===== src/rtl/multiplier_unsigned_seq.sv =====
// Radix-2 shift-add unsigned multiplier: WIDTH x WIDTH -> 2*WIDTH product over WIDTH clocks.
// Uses a start/busy/done handshake and accepts back-to-back requests in the DONE cycle.
module multiplier_unsigned_seq #(
  parameter int WIDTH = 32
) (
  input  logic                 clk,
  input  logic                 rst_n,
  input  logic                 start,
  input  logic [WIDTH-1:0]     multiplicand,
  input  logic [WIDTH-1:0]     multiplier,
  output logic                 busy,
  output logic                 done,
  output logic [2*WIDTH-1:0]   product
);

  localparam int CW = (WIDTH > 2) ? $clog2(WIDTH) : 1;

  typedef enum logic [1:0] {IDLE, CALC, DONE} state_t;

  state_t             r_state;
  state_t             w_nextState;
  logic [WIDTH-1:0]   r_a;
  logic [WIDTH-1:0]   r_b;
  logic [2*WIDTH-1:0] r_acc;
  logic [CW-1:0]      r_count;
  logic [WIDTH:0]     w_sum;
  logic [2*WIDTH-1:0] w_accNext;
  logic               w_lastIter;
  logic               w_accept;

  // One iteration: add A into the upper half, then shift {carry, acc} right by one.
  always_comb begin
    w_sum      = {1'b0, r_acc[2*WIDTH-1:WIDTH]} + (r_b[0] ? {1'b0, r_a} : '0);
    w_accNext  = {w_sum, r_acc[WIDTH-1:1]};
    w_lastIter = (r_count == CW'(WIDTH - 1));
    w_accept   = start && (r_state != CALC);
  end

  always_comb begin
    w_nextState = r_state;
    case (r_state)
      IDLE:    if (start) w_nextState = CALC;
      CALC:    if (w_lastIter) w_nextState = DONE;
      DONE:    w_nextState = start ? CALC : IDLE;
      default: w_nextState = IDLE;
    endcase
  end

  always_ff @(posedge clk or negedge rst_n) begin
    if (!rst_n) begin
      r_state <= IDLE;
      busy    <= 1'b0;
      done    <= 1'b0;
    end else begin
      r_state <= w_nextState;
      busy    <= (w_nextState == CALC);
      done    <= (w_nextState == DONE);
    end
  end

  // product is written only on the final iteration, so it holds through IDLE and the next CALC.
  always_ff @(posedge clk or negedge rst_n) begin
    if (!rst_n) begin
      r_a     <= '0;
      r_b     <= '0;
      r_acc   <= '0;
      r_count <= '0;
      product <= '0;
    end else if (w_accept) begin
      r_a     <= multiplicand;
      r_b     <= multiplier;
      r_acc   <= '0;
      r_count <= '0;
    end else if (r_state == CALC) begin
      r_acc   <= w_accNext;
      r_b     <= r_b >> 1;
      r_count <= r_count + CW'(1);
      if (w_lastIter) product <= w_accNext;
    end
  end

endmodule


===== config.mk =====
export PLATFORM = sky130hd
export DESIGN_NAME = multiplier_unsigned_seq
export DESIGN_NICKNAME = d
export VERILOG_FILES = /design/src/rtl/multiplier_unsigned_seq.sv
export SDC_FILE = /design/constraint.sdc
export NUM_CORES = 1
export LEC_CHECK = 0
export CORE_MARGIN = 5
export CORE_UTILIZATION = 50
export DETAILED_ROUTE_END_ITERATION = 16
export GPL_TIMING_DRIVEN = 0
export HOLD_SLACK_MARGIN = 0.08
export PLACE_DENSITY = 0.76
export SYNTH_ARGS = -nofsm -noshare
export SYNTH_HDL_FRONTEND = slang
export SYNTH_SLANG_ARGS = --single-unit

===== constraint.sdc =====
create_clock -name clk -period 2.81 [get_ports clk]
set_clock_uncertainty 0.15 [all_clocks]
set_input_delay 0.562 -clock clk [delete_from_list [all_inputs] [get_ports clk]]
set_output_delay 0.562 -clock clk [all_outputs]
set_load 0.05 [all_outputs]

# ---- Yosys cells after proc, flatten, opt, wreduce, memory -nomap -nowiden
# Cells that the tools add are included.
dict set report classes {
  n_addsub 2
  eq_ne 6
  mux 11
  bitwise_logic 1
  n_reduce_logical 4
}
# op count
set op_table {}
lappend op_table {{2-to-1 mux 64 bit} 2}
lappend op_table {{2-to-1 mux 32 bit} 3}
lappend op_table {{adder 32 x 32 -> 33 bit} 1}
lappend op_table {{2-to-1 mux 5 bit} 2}
lappend op_table {{case mux 2 bit (3 select lines)} 1}
lappend op_table {{adder 5 x 1 -> 5 bit (second input constant)} 1}
lappend op_table {{== test 5 bit (second input constant)} 1}
lappend op_table {{== test 2 x 1 -> 1 bit (second input constant)} 2}
lappend op_table {{== test 2 bit (second input constant)} 2}
lappend op_table {{2-to-1 mux 2 bit} 2}
lappend op_table {{AND reduction 3 bit} 1}
lappend op_table {{zero test 2 bit} 1}
lappend op_table {{!= test 2 x 1 -> 1 bit (second input constant)} 1}
lappend op_table {{nonzero test 2 bit} 1}
lappend op_table {{logical AND 1 bit} 1}
lappend op_table {{2-to-1 mux 1 bit} 1}
lappend op_table {{NOT 1 bit} 1}
dict set report totals {
  register_bits 201
  inputBits 67
  out_inout_bits 66
  wordCells 32
}

# ---- Logic depth before layout (Yosys ltp)
# Gate-level depths: netlist of run 1.
dict set report depth {
  depth_word 4
  ltp_mapped 11
  mapped_depth_nobuf 10
}

# ---- Worst setup path before layout of run 1
# Ideal clock, no wire load.
dict set report synth_path {
  path_type {flip-flop to flip-flop}
  startpoint {register r_b[0]}
  endpoint {register r_acc[62]}
  setup_time_ns 0.137
  arrival_ns 2.340
  t_required_ns 2.523
  setup_slack_ns 0.183
  path_stages_with_launch 11
  path_buffers 1
  period_less_slack_ns 2.627
  cell_sequence {dfrtp_1 clkbuf_1 and2_1 ha_1 a21o_1 a21o_1 a221o_1 a2bb2oi_4 nor2_1 a311oi_1 o211ai_1}
}
dict set report synth_via {
  elab_chain_len 4
}
# element line
set synth_lines {}
lappend synth_lines {{from (decl)} 23} ;# logic [WIDTH-1:0] r_b;
lappend synth_lines {{from (signal assigned)} 71} ;# r_b <= multiplier;
lappend synth_lines {{from (signal assigned)} 76} ;# r_b <= r_b >> 1;
lappend synth_lines {{2-to-1 mux 32 bit} 33} ;# w_sum = {1'b0, r_acc[2*WIDTH-1:WIDTH]} + (r_b[0] ? {1'b0, r_a} : '0);
lappend synth_lines {{adder 32 x 32 -> 33 bit} 33}
lappend synth_lines {{2-to-1 mux 64 bit} 74} ;# end else if (r_state == CALC) begin
lappend synth_lines {{2-to-1 mux 64 bit} 69} ;# end else if (w_accept) begin
lappend synth_lines {{to (signal assigned)} 75} ;# r_acc <= w_accNext;
lappend synth_lines {{to (decl)} 24} ;# logic [2*WIDTH-1:0] r_acc;
# No other way between the ends. The select of a mux whose other input is x is not followed.
# A chain may end at the register's enable or synchronous reset.

# ---- Worst setup path in the final report of run 1
dict set report layout_path {
  startpoint {register r_b[0]}
  endpoint {register r_acc[55]}
}
# Same word-level chain as after synthesis.

==> PnR_summary.wiki, run 1 <==
{| class="wikitable"
! Metric !! Value
|-
| Run status || complete, but fails checks
|-
| Violations in the final reports || negative setup slack
|-
| Via count || between 8000 and 9000
|-
| Adder and majority cell fraction of the synthesized area || between 4 and 5%
|-
| Source-to-sink clock delay at the later pin of the worst-skew pair || 0.44 ns
|-
| Netlist Area Pre-Place || 0.0100 sq mm
|-
| Unrepaired setup endpoints after global routing || true
|-
| Maxcap violations || 0
|-
| Post-synthesis simple-gate area fraction || between 10% and 20%
|-
| Worst hold margin || approximately 0.053 ns
|-
| CTS max path bufs || 2
|-
| Hpwl dp || about 18 mm
|-
| Synth Area in Compound Gates || between 10% and 20%
|-
| Tightest slew margin relative to the limit || a little over two fifths
|-
| Remaining antenna violation count || 0
|-
| First-pass GRT wire length || roughly 42 mm
|-
| Area of the core || ~0.020 sq mm
|-
| Cells traversed along the worst timing path || buf_8 -> and2_1 -> ha_1 -> nand4_1 -> o22ai_1 -> nor2b_2 -> a21oi_4 -> o21bai_1 -> a211o_1 -> nand3_1
|-
| Area of the die || 0.0230 sq mm
|-
| Number of antenna violations at the first check in global routing || 2
|-
| Number of instances in the synthesized netlist || roughly 1100
|-
| Post-Place Setup Slack || -0.410 ns
|-
| Crit Reg-Reg Startpoint || r_b[0]
|-
| All-layer global routing usage || between 20% and 30%
|-
| Count of yosys warnings during synthesis || 0
|-
| Layout cell share with drive strength beyond 1 || roughly 14%
|-
| Slew at the pin closest to its max-slew limit || about 0.85 ns
|-
| Storage element area || 0.00501 sq mm
|-
| Number of flops mapped to enable cells by yosys || 0
|-
| Maximum cell stage delay along the critical path || about 0.52 ns
|-
| Main combinational cell family by area after synthesis || simple AND/OR/NAND/NOR gates
|-
| Routed via count divided by cell count || roughly 5.6
|-
| Layout overhead on the synthesized area || 27.9%
|-
| Detailed Route Iter0 Violations || ~600
|-
| Design Area, Final || between 0.01 and 0.015 sq mm
|-
| CTS clock-pin slew for the worst setup and hold paths || ~0.08 ns
|-
| Final period util || 101%
|-
| Sequential-to-total area share from yosys stat || approximately half
|-
| Effective utilization at floorplan || approximately 51%
|-
| Top-level I/O count || 133
|-
| Maximum fanout along the worst path || 10
|-
| First-pass iteration count of the detailed router || 5
|-
| Cell row count || 51
|-
| Final hold viol count || 0
|-
| Leakage || roughly 0.0056 uW
|-
| Endpoint type of the worst setup path || flip-flop
|-
| Diode count || 0
|-
| Power density cells || around 1100 mW/mm^2
|-
| Sort of element at the start of the critical path || flip-flop
|-
| Worst ir drop on vdd || 493 uV
|-
| Setup violation total in the final timing report || 2
|-
| R2R Setup Slk || -0.02 ns
|-
| Final weighted congestion of routability-driven global placement || a little over 0.9
|-
| Number of cells in the finished layout apart from fillers || between 1000 and 1500
|-
| Kind of critical path || flip-flop to flip-flop
|-
| DRC || 0
|-
| Hold bufs inserted after CTS || 0
|-
| Endpoint required time on the critical path || approximately 3.0 ns
|-
| Die outline width || around 150 microns
|-
| Clk root buf || sky130_fd_sc_hd__clkbuf_16
|-
| Worst-path cell with the longest stage delay || sky130_fd_sc_hd__dfrtp_2
|-
| Post-detailed-route wirelength per cell || approximately 17 microns
|-
| Die boundary height || about 150 microns
|-
| Inst Count DP || roughly 1500
|-
| Number of fill cells in the layout || between 1500 and 2000
|-
| Max-slew violations || 0
|-
| Multiplexer share of the synthesized area || just under 7%
|-
| Upper clock frequency limit || ~0.35 GHz
|-
| Most frequently used flop master after synthesis || sky130_fd_sc_hd__dfrtp_1
|-
| Number of I/O port buffers || approximately 130
|-
| Syn_nets || between 1000 and 1500
|-
| Post-Synthesis Mean Instance Area || 9.45 sq um
|-
| Vias in the first global route || slightly above 8000
|-
| Post-layout min period || 2.83 ns
|-
| Worst endpoint data arrival time || 3.05 ns
|-
| Count of clock tree sinks || 200
|-
| Worst-case setup margin in the final layout || -0.0157 ns
|-
| Number of nets in the final layout || about 1300
|-
| Fraction of post-synthesis cell area in the top cell type by area || between 40% and 50%
|-
| Largest cells by area after synthesis || sky130_fd_sc_hd__dfrtp_1 (50%), sky130_fd_sc_hd__nand2_1 (9.6%), sky130_fd_sc_hd__o21ai_0 (5.6%)
|-
| Clock buffer count from CTS || 17
|-
| Final wirelength || 25.9 mm
|-
| R2R depth || 10
|-
| Synthesized flop and latch total || 200
|-
| Cell type with the highest aggregate area in the netlist || sky130_fd_sc_hd__dfrtp_1
|-
| GRT overflow || 0
|-
| Post-Place Cell Area || between 0.01 and 0.015 sq mm
|-
| Share of the synthesized netlist area taken by xor and xnor gates || under 10%
|-
| Endpoint of the lowest-slack register-to-register path || r_acc[55]
|-
| Number of H-tree levels || 4
|-
| Utilization after layout || 65.4%
|-
| Ys async rst share || 100%
|-
| Pin count of the biggest net entering global routing || about 120
|-
| Multi-input gate area in the final layout || ~0.0051 sq mm
|-
| TritonCTS clock tree || yes
|-
| Hold WC Path Type || input pin to asynchronous set/reset pin
|-
| Distinct cell type count after synthesis || 61
|}
[where the power goes]
group          internal, uW  total, uW  switching, uW
Combinational          2740       6770           4020
Sequential             3940       4630            695
Clock                  1310       2540           1230
Total                  7990      13900           5950
[worst max-delay path, delay by kind of cell, from the launching register on]
kind / cells / cell delay, ns
simple gates: 4 / 0.48
flops: 1 / 0.52
fa+ha+maj: 1 / 0.42
compound gates: 4 / 0.99
buf+inv: 1 / 0.18
[how the worst max path moves through the flow]
stage	from	to	slack, ns	cells past startpoint
3_3_place_gp	rst_n	r_b[18]	-7.44	1
4_1_cts	r_b[0]	product[56]	-0.04	11
5_1_grt	r_b[0]	r_acc[59]	-0.09	10
2_1_floorplan	r_b[0]	r_acc[62]	0.18	10
6_report	r_b[0]	r_acc[55]	-0.02	10
3_5_place_dp	r_b[0]	r_acc[54]	-0.41	10
[registers in the layout (all words and copies together) (netlist names)]
| register | count |
|---|---|
| product | 64 |
| r_count | 5 |
| r_b | 32 |
| r_state | 2 |
| r_acc | 63 |
| done | 1 |
| busy | 1 |
| r_a | 32 |
[Yosys cell counts, drive strengths merged, types with 2 or more instances]
cell type  number
nor2b           4
or4b            2
mux2i          32
or4             2
xnor2           9
nand4          20
o22ai           3
and4            2
and3            7
a31oi           4
o31ai           7
buf            18
o211ai          6
a21o           13
nor4            3
o21bai          7
a211o           8
nand4b          2
nand2         256
ha             34
a221o           2
or3             2
inv            10
a21oi          42
nor2           26
a2bb2oi         2
o21a            8
o21ai         131
nand3          48
nor3            9
nand2b          5
clkbuf         49
dfrtp         200
xor2           11
mux2           33
and2           32
[through the flow]
| step | total power [uW] | setup TNS (ns) |
|---|---|---|
| 6_report | 13900 | -0.0281 |
| 5_1_grt | 14900 | -1.05 |
| 4_1_cts | 13400 | -0.280 |
| 3_5_place_dp | 10500 | -12.41 |
| 3_3_place_gp | 10400 | -1494.04 |
| 2_1_floorplan | 8830 | 0 |
[cell usage in the layout (no fill, tap or decap), types with 6 or more instances in the layout]
cell type                         synthesis  layout
sky130_fd_sc_hd__o21ai_1                 17      21
sky130_fd_sc_hd__a21oi_4                  2       8
sky130_fd_sc_hd__o21a_1                   7       7
sky130_fd_sc_hd__ha_4                     0      11
sky130_fd_sc_hd__dfrtp_1                200     199
sky130_fd_sc_hd__clkbuf_1                48      35
sky130_fd_sc_hd__buf_4                    0      10
sky130_fd_sc_hd__clkbuf_2                 1       7
sky130_fd_sc_hd__and3_1                   6       6
sky130_fd_sc_hd__ha_2                     0       8
sky130_fd_sc_hd__o21ai_0                113     104
sky130_fd_sc_hd__mux2i_1                 32      32
sky130_fd_sc_hd__clkdlybuf4s50_1          0     130
sky130_fd_sc_hd__nand2_1                256     253
sky130_fd_sc_hd__ha_1                    34      15
sky130_fd_sc_hd__nor3_1                   9       6
sky130_fd_sc_hd__xor2_1                  11       9
sky130_fd_sc_hd__a21oi_1                 36      19
sky130_fd_sc_hd__a21o_1                  13      13
sky130_fd_sc_hd__inv_1                   10      10
sky130_fd_sc_hd__xnor2_1                  9       7
sky130_fd_sc_hd__a21oi_2                  4      15
sky130_fd_sc_hd__a211o_1                  8       8
sky130_fd_sc_hd__o21bai_1                 6       6
sky130_fd_sc_hd__nand4_1                 20      20
sky130_fd_sc_hd__clkbuf_16                0      17
sky130_fd_sc_hd__nand3_1                 48      47
sky130_fd_sc_hd__nor2_1                  26      23
sky130_fd_sc_hd__buf_1                   11      10
sky130_fd_sc_hd__mux2_2                  32      32
sky130_fd_sc_hd__and2_1                  32      30
sky130_fd_sc_hd__o21ai_2                  1       6
[metal layers]
metal / up-vias / global-route usage, % / routed length (microns)
met4: 4 / 6.74 / 553
met2: 228 / 37.8 / 12400
li1: 3974 / - / -
met5: - / 0 / 14
met3: 45 / 5.21 / 1560
met1: 4042 / 30.4 / 11400
[layout make-up]
type                    instances  area share [%]
clock buffers                  18            3.43
clock inverters                14            1.43
repair buffers                141            11.0
flip-flops and latches        200            39.1
well taps                     265            2.59
plain buffers                  62            2.35
inverters                      11           0.332
multi-input cells             782            39.8
[cells by family (layout without fill, tap and decap cells)]
group,count (synthesis),after routing
AOI/OAI and AO/OA,242,242
xor gates and xnor gates,20,20
adders and majority gates,35,35
buffers and inverters,78,246
DFF,200,200
muxes,65,65
and+or+nand+nor,420,420
[timing repair]
action	in CTS	in global routing
buffers inserted	4	5
pin swaps	15	27
gates resized for setup	40	80
endpoints found under the setup margin	87	59
No activity file was read; power rests on OpenSTA's default activity.
==> run 2, diff against run 1 <==
--- a/config.mk
+++ b/config.mk
@@ -9,7 +9,6 @@
 export CORE_UTILIZATION = 50
 export DETAILED_ROUTE_END_ITERATION = 16
 export GPL_TIMING_DRIVEN = 0
-export HOLD_SLACK_MARGIN = 0.08
 export PLACE_DENSITY = 0.76
 export SYNTH_ARGS = -nofsm -noshare
 export SYNTH_HDL_FRONTEND = slang
==> results of run 2 <==
The final DEF is identical to that of run 1; final timing and power are the same.
==> run 3, diff against run 2 <==
--- a/config.mk
+++ b/config.mk
@@ -5,6 +5,7 @@
 export SDC_FILE = /design/constraint.sdc
 export NUM_CORES = 1
 export LEC_CHECK = 0
+export CORE_ASPECT_RATIO = 1.2
 export CORE_MARGIN = 5
 export CORE_UTILIZATION = 50
 export DETAILED_ROUTE_END_ITERATION = 16
==> run 3 against run 2 <==
Effect of this change:
- the run still ends with negative setup slack left
- critical path depth rose by 2
- first-iteration DRC count grew 8.6%
- via count grew 5.6%
- sequential share of layout area shrank 1.5 points
- maximum frequency fell by 3.6%
- non-clock buffer count up 28
- flip-flop and latch count unchanged
- cell count up 1.6%
- sequential power about the same
- design area grew 4.2%
- combinational power increased by 15%
- worst hold slack better by 0.27 ns
- largest cell class unchanged
- highest routed layer is now met4
==> PnR_summary.wiki, run 3 (synthesis gave the netlist of run 1 again) <==
{| class="wikitable"
! Metric !! Value
|-
| Run status || complete, but fails checks
|-
| Violations in the final reports || negative setup slack
|-
| Design Area, Final || ~0.013 sq mm
|-
| Hpwl dp || 18.2 mm
|-
| Diode count || 0
|-
| First-pass iteration count of the detailed router || 5
|-
| Endpoint required time on the critical path || 3.03 ns
|-
| Endpoint type of the worst setup path || flip-flop
|-
| CTS max path bufs || 2
|-
| Count of clock tree sinks || 200
|-
| Power density cells || around 1100 mW/mm^2
|-
| Post-Place Cell Area || around 0.012 sq mm
|-
| Post-Place Setup Slack || -0.433 ns
|-
| Post-layout min period || a little under 3 ns
|-
| Clk network pwr share || 16.6%
|-
| Sort of element at the start of the critical path || flip-flop
|-
| Pin count of the biggest net entering global routing || ~120
|-
| Area of the core || 0.0196 sq mm
|-
| Maximum fanout along the worst path || 5
|-
| Clock buffer count from CTS || 17
|-
| Buffers and inverters on the worst path || 3
|-
| TritonCTS clock tree || yes
|-
| Maximum cell stage delay along the critical path || 0.49 ns
|-
| Proportion of total power due to net switching || a little over two fifths
|-
| Sw Pwr || 6430 uW
|-
| Reg power frac || 31.2%
|-
| Layout cell share with drive strength beyond 1 || 18.2%
|-
| Remaining antenna violation count || 0
|-
| Cells traversed along the worst timing path || buf_12 -> buf_6 -> and2_1 -> ha_4 -> nand2_1 -> o21ai_2 -> a21o_1 -> a221o_1 -> a21oi_4 -> buf_6 -> or4_1 -> nand3_1
|-
| Critical path's most frequent cell || sky130_fd_sc_hd__buf_6
|-
| Max-slew violations || 0
|-
| Die outline width || 139 microns
|-
| Final period util || 104%
|-
| Tightest slew margin relative to the limit || between 50% and 60%
|-
| Worst-case setup margin in the final layout || -0.122 ns
|-
| GRT overflow || 0
|-
| Leakage || between 0.005 and 0.006 uW
|-
| Number of nets in the final layout || around 1300
|-
| Number of H-tree levels || 4
|-
| Source-to-sink clock delay at the later pin of the worst-skew pair || about 0.44 ns
|-
| Effective utilization at floorplan || ~51%
|-
| Upper clock frequency limit || 0.341 GHz
|-
| Kind of critical path || flip-flop to flip-flop
|-
| Layout overhead on the synthesized area || 33.3%
|-
| First-pass GRT wire length || 43.2 mm
|-
| Die boundary height || around 170 microns
|-
| Worst-path cell with the longest stage delay || sky130_fd_sc_hd__dfrtp_4
|-
| Post-detailed-route wirelength per cell || 18.4 microns
|-
| Number of fill cells in the layout || roughly 1500
|-
| Worst ir drop on vdd || roughly 570 uV
|-
| Largest register by flop count || product
|-
| Top Family by Delay on Critical Path || simple AND/OR/NAND/NOR gates
|-
| Final hold viol count || 0
|-
| Comb pwr share || 52.2%
|-
| Largest registers in the final layout || product: 64 flops, r_acc: 63 flops
|-
| Most common cell after layout, fill and taps aside || sky130_fd_sc_hd__nand2_1
|-
| Commonest cells after routing, fill and taps aside || sky130_fd_sc_hd__nand2_1 (250), sky130_fd_sc_hd__dfrtp_1 (199), sky130_fd_sc_hd__clkdlybuf4s50_1 (130), sky130_fd_sc_hd__o21ai_0 (100), sky130_fd_sc_hd__nand3_1 (45)
|-
| DRC || 0
|-
| Number of I/O port buffers || 131
|-
| Utilization after layout || 68.0%
|-
| Unrepaired setup endpoints after global routing || true
|-
| Via count || just under 9000
|-
| Final wirelength || approximately 28 mm
|-
| Number of antenna violations at the first check in global routing || 0
|-
| Vias in the first global route || 8795
|-
| Clk root buf || sky130_fd_sc_hd__clkbuf_16
|-
| Area of the die || 0.0230 sq mm
|-
| CTS clock-pin slew for the worst setup and hold paths || 0.08 ns
|-
| Setup violation total in the final timing report || 11
|-
| Detailed Route Iter0 Violations || ~670
|-
| Maxcap violations || 0
|-
| Cell row count || between 50 and 60
|-
| Hold WC Path Type || flip-flop to flip-flop
|-
| Final weighted congestion of routability-driven global placement || between 0.9 and 1
|-
| Worst endpoint data arrival time || approximately 3.2 ns
|-
| Top-level I/O count || 133
|-
| All-layer global routing usage || 23.1%
|-
| Routed via count divided by cell count || around 5.8
|-
| Slew at the pin closest to its max-slew limit || between 0.6 and 0.7 ns
|-
| Internal power || roughly 8500 uW
|-
| Max reg flops || 64
|}
run 3: final cells by class:
| cell class | count | area (sq um) | area share [%] |
|---|---|---|---|
| well taps | 261 | 327 | 2.45 |
| inverters | 11 | 45.0 | 0.337 |
| repair buffers | 170 | 1710 | 12.8 |
| multi-input cells | 782 | 5360 | 40.1 |
| clock inverters | 15 | 174 | 1.30 |
| flip-flops and latches | 200 | 5010 | 37.5 |
| clock buffers | 17 | 425 | 3.19 |
| plain buffers | 61 | 297 | 2.22 |
run 3: per-layer routing:
| layer | GRT usage [%] | up-vias | routed length, microns |
|---|---|---|---|
| met5 | 0 | - | 0 |
| met4 | 9.39 | 0 | 1120 |
| met3 | 5.76 | 93 | 1840 |
| met2 | 40.2 | 318 | 14200 |
| met1 | 27.8 | 4307 | 10800 |
| li1 | - | 4039 | - |
run 3: stage by stage:
step	cells	hold slack, ns	TNS (ns)	total power (uW)
after floorplan	1060	0.116	0	8830
after CTS	1494	0.332	-0.0273	13800
after detailed placement	1453	0.312	-11.66	10500
after global placement	1452	0.306	-1476.43	10400
after global routing	1517	0.349	-2.94	15800
final	1517	0.327	-0.567	14900
run 3: worst paths after layout:
path,endpoint,from,depth (start not counted),slack (ns)
setup / recovery,r_acc[58],r_b[0],12,-0.12
hold / removal,product[9],product[9],2,0.33
setup reg to reg,r_acc[58],r_b[0],12,-0.12
hold reg to reg,product[9],product[9],2,0.33
max in group asynchronous,r_acc[36],rst_n,3,0.97
min in group asynchronous,r_b[18],rst_n,2,0.56
run 3: repair_timing:
action,in CTS,in global routing
hold buffers,1,0
resized for setup,84,89
pin swaps,32,44
cloned,2,1
endpoints found under the setup margin,61,57
hold endpoints to repair,20,0
buffers inserted,12,22
run 3: worst min-delay path: cells and delay by family, from the launching register on:
family	cells	cell delay (ns)
flip-flops	1	0.35
AND/OR/NAND/NOR	2	0.10
run 3: power groups by stage:
stage	Sequential (uW)	Clock [uW]	Combinational, uW
after floorplan	4990	0	3840
after global placement	4590	0	5790
after detailed placement	4600	0	5940
after CTS	4640	2520	6650
after global routing	4770	2640	8420
final	4660	2490	7790
